===== src/rtl/cpu16_pkg.sv =====
// Shared CPU16 definitions: HALT opcode, PC step, fetch-queue entry layout
// and the fetch halt-state encoding.
package cpu16_pkg;

  localparam logic [15:0] HALT_OPCODE = 16'hFFFF;
  localparam logic [15:0] PC_INCR     = 16'd2;

  typedef struct packed {
    logic [15:0] pc;
    logic [15:0] instr;
  } fetch_entry_t;

  typedef enum logic {
    FETCH_RUN,
    FETCH_HALTED
  } fetch_state_t;

  function automatic logic is_halt(input logic [15:0] instr);
    return instr == HALT_OPCODE;
  endfunction

endpackage


===== src/rtl/fetch_queue.sv =====
// Parameterised circular buffer of fetch entries with a single-cycle flush.
// A pop in the same cycle as a flush is absorbed, because the flush empties everything anyway.
module fetch_queue
  import cpu16_pkg::*;
#(
  parameter int DEPTH = 2
) (
  input  logic         clock,
  input  logic         reset,
  input  logic         flush,
  input  logic         push,
  input  fetch_entry_t push_data,
  input  logic         pop,
  output fetch_entry_t head,
  output logic         valid,
  output logic         full
);

  localparam int AW = (DEPTH > 1) ? $clog2(DEPTH) : 1;
  localparam int CW = AW + 1;
  localparam logic [CW-1:0] DEPTH_COUNT = CW'(DEPTH);

  fetch_entry_t    entries [DEPTH];
  logic [AW-1:0]   rd_ptr;
  logic [AW-1:0]   wr_ptr;
  logic [CW-1:0]   count;
  logic            do_push;
  logic            do_pop;

  assign valid   = (count != '0);
  assign full    = (count == DEPTH_COUNT);
  assign head    = entries[rd_ptr];
  assign do_pop  = pop && valid;
  assign do_push = push && (!full || do_pop);

  // Pointers wrap naturally because DEPTH is a power of two.
  always_ff @(posedge clock) begin
    if (reset || flush) begin
      rd_ptr <= '0;
      wr_ptr <= '0;
      count  <= '0;
    end else begin
      if (do_push) wr_ptr <= wr_ptr + AW'(1);
      if (do_pop)  rd_ptr <= rd_ptr + AW'(1);
      count <= count + {{(CW-1){1'b0}}, do_push} - {{(CW-1){1'b0}}, do_pop};
    end
  end

  always_ff @(posedge clock) begin
    if (!reset && !flush && do_push) begin
      entries[wr_ptr] <= push_data;
    end
  end

endmodule


===== src/rtl/fetch_unit.sv =====
// Instruction fetch stage: PC register, fetch queue toward decode, redirect flush.
// Optional HALT detection is built only when FETCH_HALT_EN is defined.
module fetch_unit
  import cpu16_pkg::*;
#(
  parameter logic [15:0] RESET_PC    = 16'h0000,
  parameter int          QUEUE_DEPTH = 2
) (
  input  logic        Clock,
  input  logic        Reset,
  output logic [15:0] IM_Addr,
  input  logic [15:0] IM_Instr,
  input  logic        Redirect,
  input  logic [15:0] RedirectPC,
  output logic        OutValid,
  input  logic        OutReady,
  output logic [15:0] OutInstr,
  output logic [15:0] OutPC,
  output logic        Halted
);

  logic [15:0]  pc;
  logic         halted;
  logic         transfer;
  logic         fetch_en;
  logic         queue_full;
  fetch_entry_t head;
  fetch_entry_t fetch_entry;

  assign IM_Addr     = pc;
  assign transfer    = OutValid && OutReady;
  assign fetch_en    = !Redirect && !halted && (!queue_full || transfer);
  assign fetch_entry = '{pc: pc, instr: IM_Instr};
  assign OutInstr    = head.instr;
  assign OutPC       = head.pc;
  assign Halted      = halted;

  // PC wraps modulo 2^16; redirect targets are taken verbatim, odd or not.
  always_ff @(posedge Clock) begin
    if (Reset) begin
      pc <= RESET_PC;
    end else if (Redirect) begin
      pc <= RedirectPC;
    end else if (fetch_en) begin
      pc <= pc + PC_INCR;
    end
  end

`ifdef FETCH_HALT_EN
  fetch_state_t state_q;
  fetch_state_t state_d;

  always_ff @(posedge Clock) begin
    if (Reset) begin
      state_q <= FETCH_RUN;
    end else begin
      state_q <= state_d;
    end
  end

  // fetch_en already excludes Redirect, so only HALTED needs to watch for it.
  always_comb begin
    state_d = state_q;
    case (state_q)
      FETCH_RUN:    if (fetch_en && is_halt(IM_Instr)) state_d = FETCH_HALTED;
      FETCH_HALTED: if (Redirect) state_d = FETCH_RUN;
      default:      state_d = FETCH_RUN;
    endcase
  end

  assign halted = (state_q == FETCH_HALTED);
`else
  assign halted = 1'b0;
`endif

  fetch_queue #(
    .DEPTH(QUEUE_DEPTH)
  ) u_queue (
    .clock    (Clock),
    .reset    (Reset),
    .flush    (Redirect),
    .push     (fetch_en),
    .push_data(fetch_entry),
    .pop      (transfer),
    .head     (head),
    .valid    (OutValid),
    .full     (queue_full)
  );

endmodule

===== config.mk =====
export PLATFORM = sky130hd
export DESIGN_NAME = fetch_unit
export DESIGN_NICKNAME = d
export VERILOG_FILES = /design/src/rtl/cpu16_pkg.sv /design/src/rtl/fetch_queue.sv /design/src/rtl/fetch_unit.sv
export SDC_FILE = /design/constraint.sdc
export NUM_CORES = 1
export LEC_CHECK = 0
export BUFFER_PORTS_ARGS = -buffer_cell sky130_fd_sc_hd__buf_2
export CAP_MARGIN = 20
export CORE_ASPECT_RATIO = 1.75
export CORE_MARGIN = 4
export CORE_UTILIZATION = 45
export DETAILED_ROUTE_END_ITERATION = 12
export GPL_TIMING_DRIVEN = 0
export PLACE_DENSITY = 0.66
export SKIP_CTS_REPAIR_TIMING = 1
export SLEW_MARGIN = 10
export SYNTH_ARGS = -nofsm -noshare
export SYNTH_HDL_FRONTEND = slang
export SYNTH_SLANG_ARGS = --single-unit

===== constraint.sdc =====
create_clock -name Clock -period 9.68 [get_ports Clock]
set_input_delay 1.936 -clock Clock [delete_from_list [all_inputs] [get_ports Clock]]
set_output_delay 1.936 -clock Clock [all_outputs]
set_load 0.005 [all_outputs]

==> summary.md <==
| Metric | Value |
|---|---|
| Status | completed |
| Post-synth EDFFs | 64 |
| Clk root buf | clkbuf_16 |
| Hold path start | IM_Addr[0] |
| GR Util met3 | 0.0529 |
| CTS sink count | 85 |
| Hold WC Path Type | reg -> reg |
| Max Slew Vio Count | 0 |
| TNS Setup | 0 ps |
| Area occupied by multi-input gates | around 0.001 mm2 |
| WHS | about 490 ps |
| Busiest grt layer | met2 |
| Yosys cell types | 39 |
| Post-Synthesis Cells | 226 |
| Pin count of the biggest net entering global routing | 14 |
| Reg2Reg Depth | 5 |
| Layout fillers | 620 |
| FF/Latch Area | about 0.0023 mm2 |
| Synth Flop Type | edfxtp_1 |
| RR Startpoint | u_queue.count[1] |
| Die X | around 74 um |
| CP top delay family | buffers and inverters |
| Final nets | around 370 |
| Share of layout cells above drive strength 1 | 0.448 |
| Full die area | 0.00913 mm2 |
| VDD IR-drop max | roughly 100 uV |
| Period utilization | 0.394 |
| Final Wtd Congestion | about 0.77 |
| Syn_area_per_cell | around 15 um2 |
| Diode count | 0 |
| Hold path cells | 0 |
| Met2 usage | 0.292 |
| H-Tree Level Count | 3 |
| Clock Pin Slew Worst Setup and Hold Paths | roughly 60 ps |
| Ports | 86 |
| Max Clock Freq | about 260 MHz |
| Static leakage | ~0.0016 uW |
| # setup viols final | 0 |
| Starting Density | 0.467 |
| Avg Vias per Cell | just over 5 |
| WHS Endpoint | u_queue.entries[1][16] |
| Post-DP HPWL | between 5000 and 6000 um |
| Share of the synthesized area in the top cell type | 0.561 |
| Seq/Total Area, Yosys | 0.684 |
| Initial antenna violation count | 0 |
| CP arrival | 1880 ps |
| Power, Total | 838 uW |
| Clock tree buffer depth | 2 |
| Synth warn | 0 |
| Vias in the first global route | between 2000 and 2500 |
| Slowest-stage cell, CP | buf_1 |
| Area contributors post-synth | edfxtp_1 (56%), dfxtp_1 (12%), mux2_2 (11%) |
| Final setup margin | between 5000 and 6000 ps |
| Tightest Pin Transition | about 900 ps |
| Worst setup path class | reg -> out |
| Port Buffers | 84 |
| Synth Cell Area | between 0.003 and 0.004 mm2 |
| FP Rows | between 40 and 50 |
| Final Hold Fails | 0 |
| Largest stage delay, worst path | 480 ps |
| Die Y | about 120 um |
| Routed via count | around 2200 |
| Wire length per cell | between 15 and 20 um |
| Worst path buffer plus inverter count | 3 |
| Total global-route track usage | 0.168 |
| CTS tree | done |
| RSZ-0062 raised after global routing | no |
| DRT iter0 DRCs | about 120 |
| CP Launch Type | register |
| Cell type with the largest total area after synthesis | edfxtp_1 |
| Worst Path Required | between 7000 and 8000 ps |
| # DRC | 0 |
| Fin Clk Skew | around 4.7 ps |
| Reg2reg end | u_queue.entries[1][29] |
| Pwr dens | 194 mW/mm2 |
| DRT Pass-1 Iters | 4 |
| Worst Path Max Fanout | 10 |
| Max-cap viol count | 0 |
| Syn-to-layout area delta | 26.4% |
| Worst-path cell chain | clkbuf_1 -> buf_1 -> mux2_2 -> buf_2 |
| Clk_lat worst skew | about 330 ps |
| Post-synth net total | ~260 |
| Overflow after GRT | 0 |
| First-pass GRT wire length | 11200 um |
| R2R Setup Slk | about 7400 ps |
| Routed Antenna Nets | 0 |
| Clock buffers created by TritonCTS | 9 |
| Pre-CTS setup slack | ~5700 ps |
| Rel. slew slack | 0.412 |
| Final core utilization | 0.590 |
| Grt met1 use | 0.178 |
| Post-route minimum period | around 3800 ps |
| Core area | around 0.0073 mm2 |
| Post-synth ARST share | 0 |
| FF+latch count, synth | 85 |
| CP Capture Type | output port |
| Routed WL | 7040 um |
[cells by family (layout without fill, tap and decap cells)]
group	count (synthesis)	count (layout)	synth area share
flops	85	85	0.684
simple gates	57	57	0.0964
mux	33	33	0.108
compound gates	19	19	0.0409
buf+inv	15	124	0.0267
xor+xnor	14	14	0.0358
fa+ha+maj	2	2	0.00730
other cells	1	1	0.00109
[through the flow]
| step | instance area, um2 | std cells |
|---|---|---|
| floorplan | 3430 | 226 |
| global placement | 3950 | 396 |
| detailed placement | 4030 | 405 |
| CTS | 4330 | 421 |
| global route | 4330 | 421 |
| finish | 4330 | 421 |
[metal layers]
metal	part of all wire	wire length [um]
met5	0	0
met4	0.027	187
met3	0.062	437
met2	0.57	4000
met1	0.34	2420
[cell usage in the layout (no fill, tap or decap), types with 4 or more instances in the layout]
master     count
buf_4          9
edfxtp_1      64
a311oi_1       4
clkbuf_8       5
clkbuf_1       8
a211oi_1      10
nand2_1        8
nor2_1        15
mux2_2        32
xnor2_1       11
dfxtp_1       21
nor3_1         9
buf_2         86
clkbuf_16      9
[worst reg2reg max path: cells and delay by family, from the launching register on]
kind                   cells  cell delay, ps
and+or+nand+nor            2             960
DFF                        1             330
buffers and inverters      3             710
[registers in the layout, summed over array words and instances (netlist names), named ones only]
| signal | flops |
|---|---|
| u_queue.entries | 64 |
| u_queue.count | 2 |
| IM_Addr | 16 |
| u_queue.wr_ptr | 1 |
| u_queue.rd_ptr | 1 |
[power by group]
part	switching, uW	total (uW)	internal [uW]
clock network	124	337	213
logic	36.8	77.3	40.5
registers	12.9	424	411
total	173	838	665
[synthesized netlist by cell type, types with 2 or more instances]
cell	n
xnor2_1	11
o21ai_0	2
a311oi_1	4
nor2_1	15
buf_1	3
nand2_1	8
xor2_1	3
nand3_1	3
nor4b_1	2
mux2_2	32
and4_1	2
nor4_1	4
dfxtp_1	21
edfxtp_1	64
nor3_1	9
or3_1	3
clkbuf_1	5
inv_1	2
a211oi_1	10
clkbuf_8	3
ha_1	2
[how the worst max path moves through the flow]
stage               depth (start not counted)               endpoint
floorplan                                   2  u_queue.entries[1][0]
global placement                            3  u_queue.entries[1][8]
detailed placement                          5  u_queue.entries[1][2]
CTS                                         4               OutPC[3]
global route                                4               OutPC[7]
finish                                      4               OutPC[2]
[layout make-up]
cell class                      instances  area share
Inverter                                2     0.00173
Timing Repair Buffer                   93       0.112
Buffer                                 13      0.0194
Clock inverter                          2     0.00780
Tap cell                               86      0.0249
Clock buffer                           14      0.0610
Sequential cell                        85       0.541
Multi-Input combinational cell        126       0.232
No activity file was read; power rests on OpenSTA's default activity.
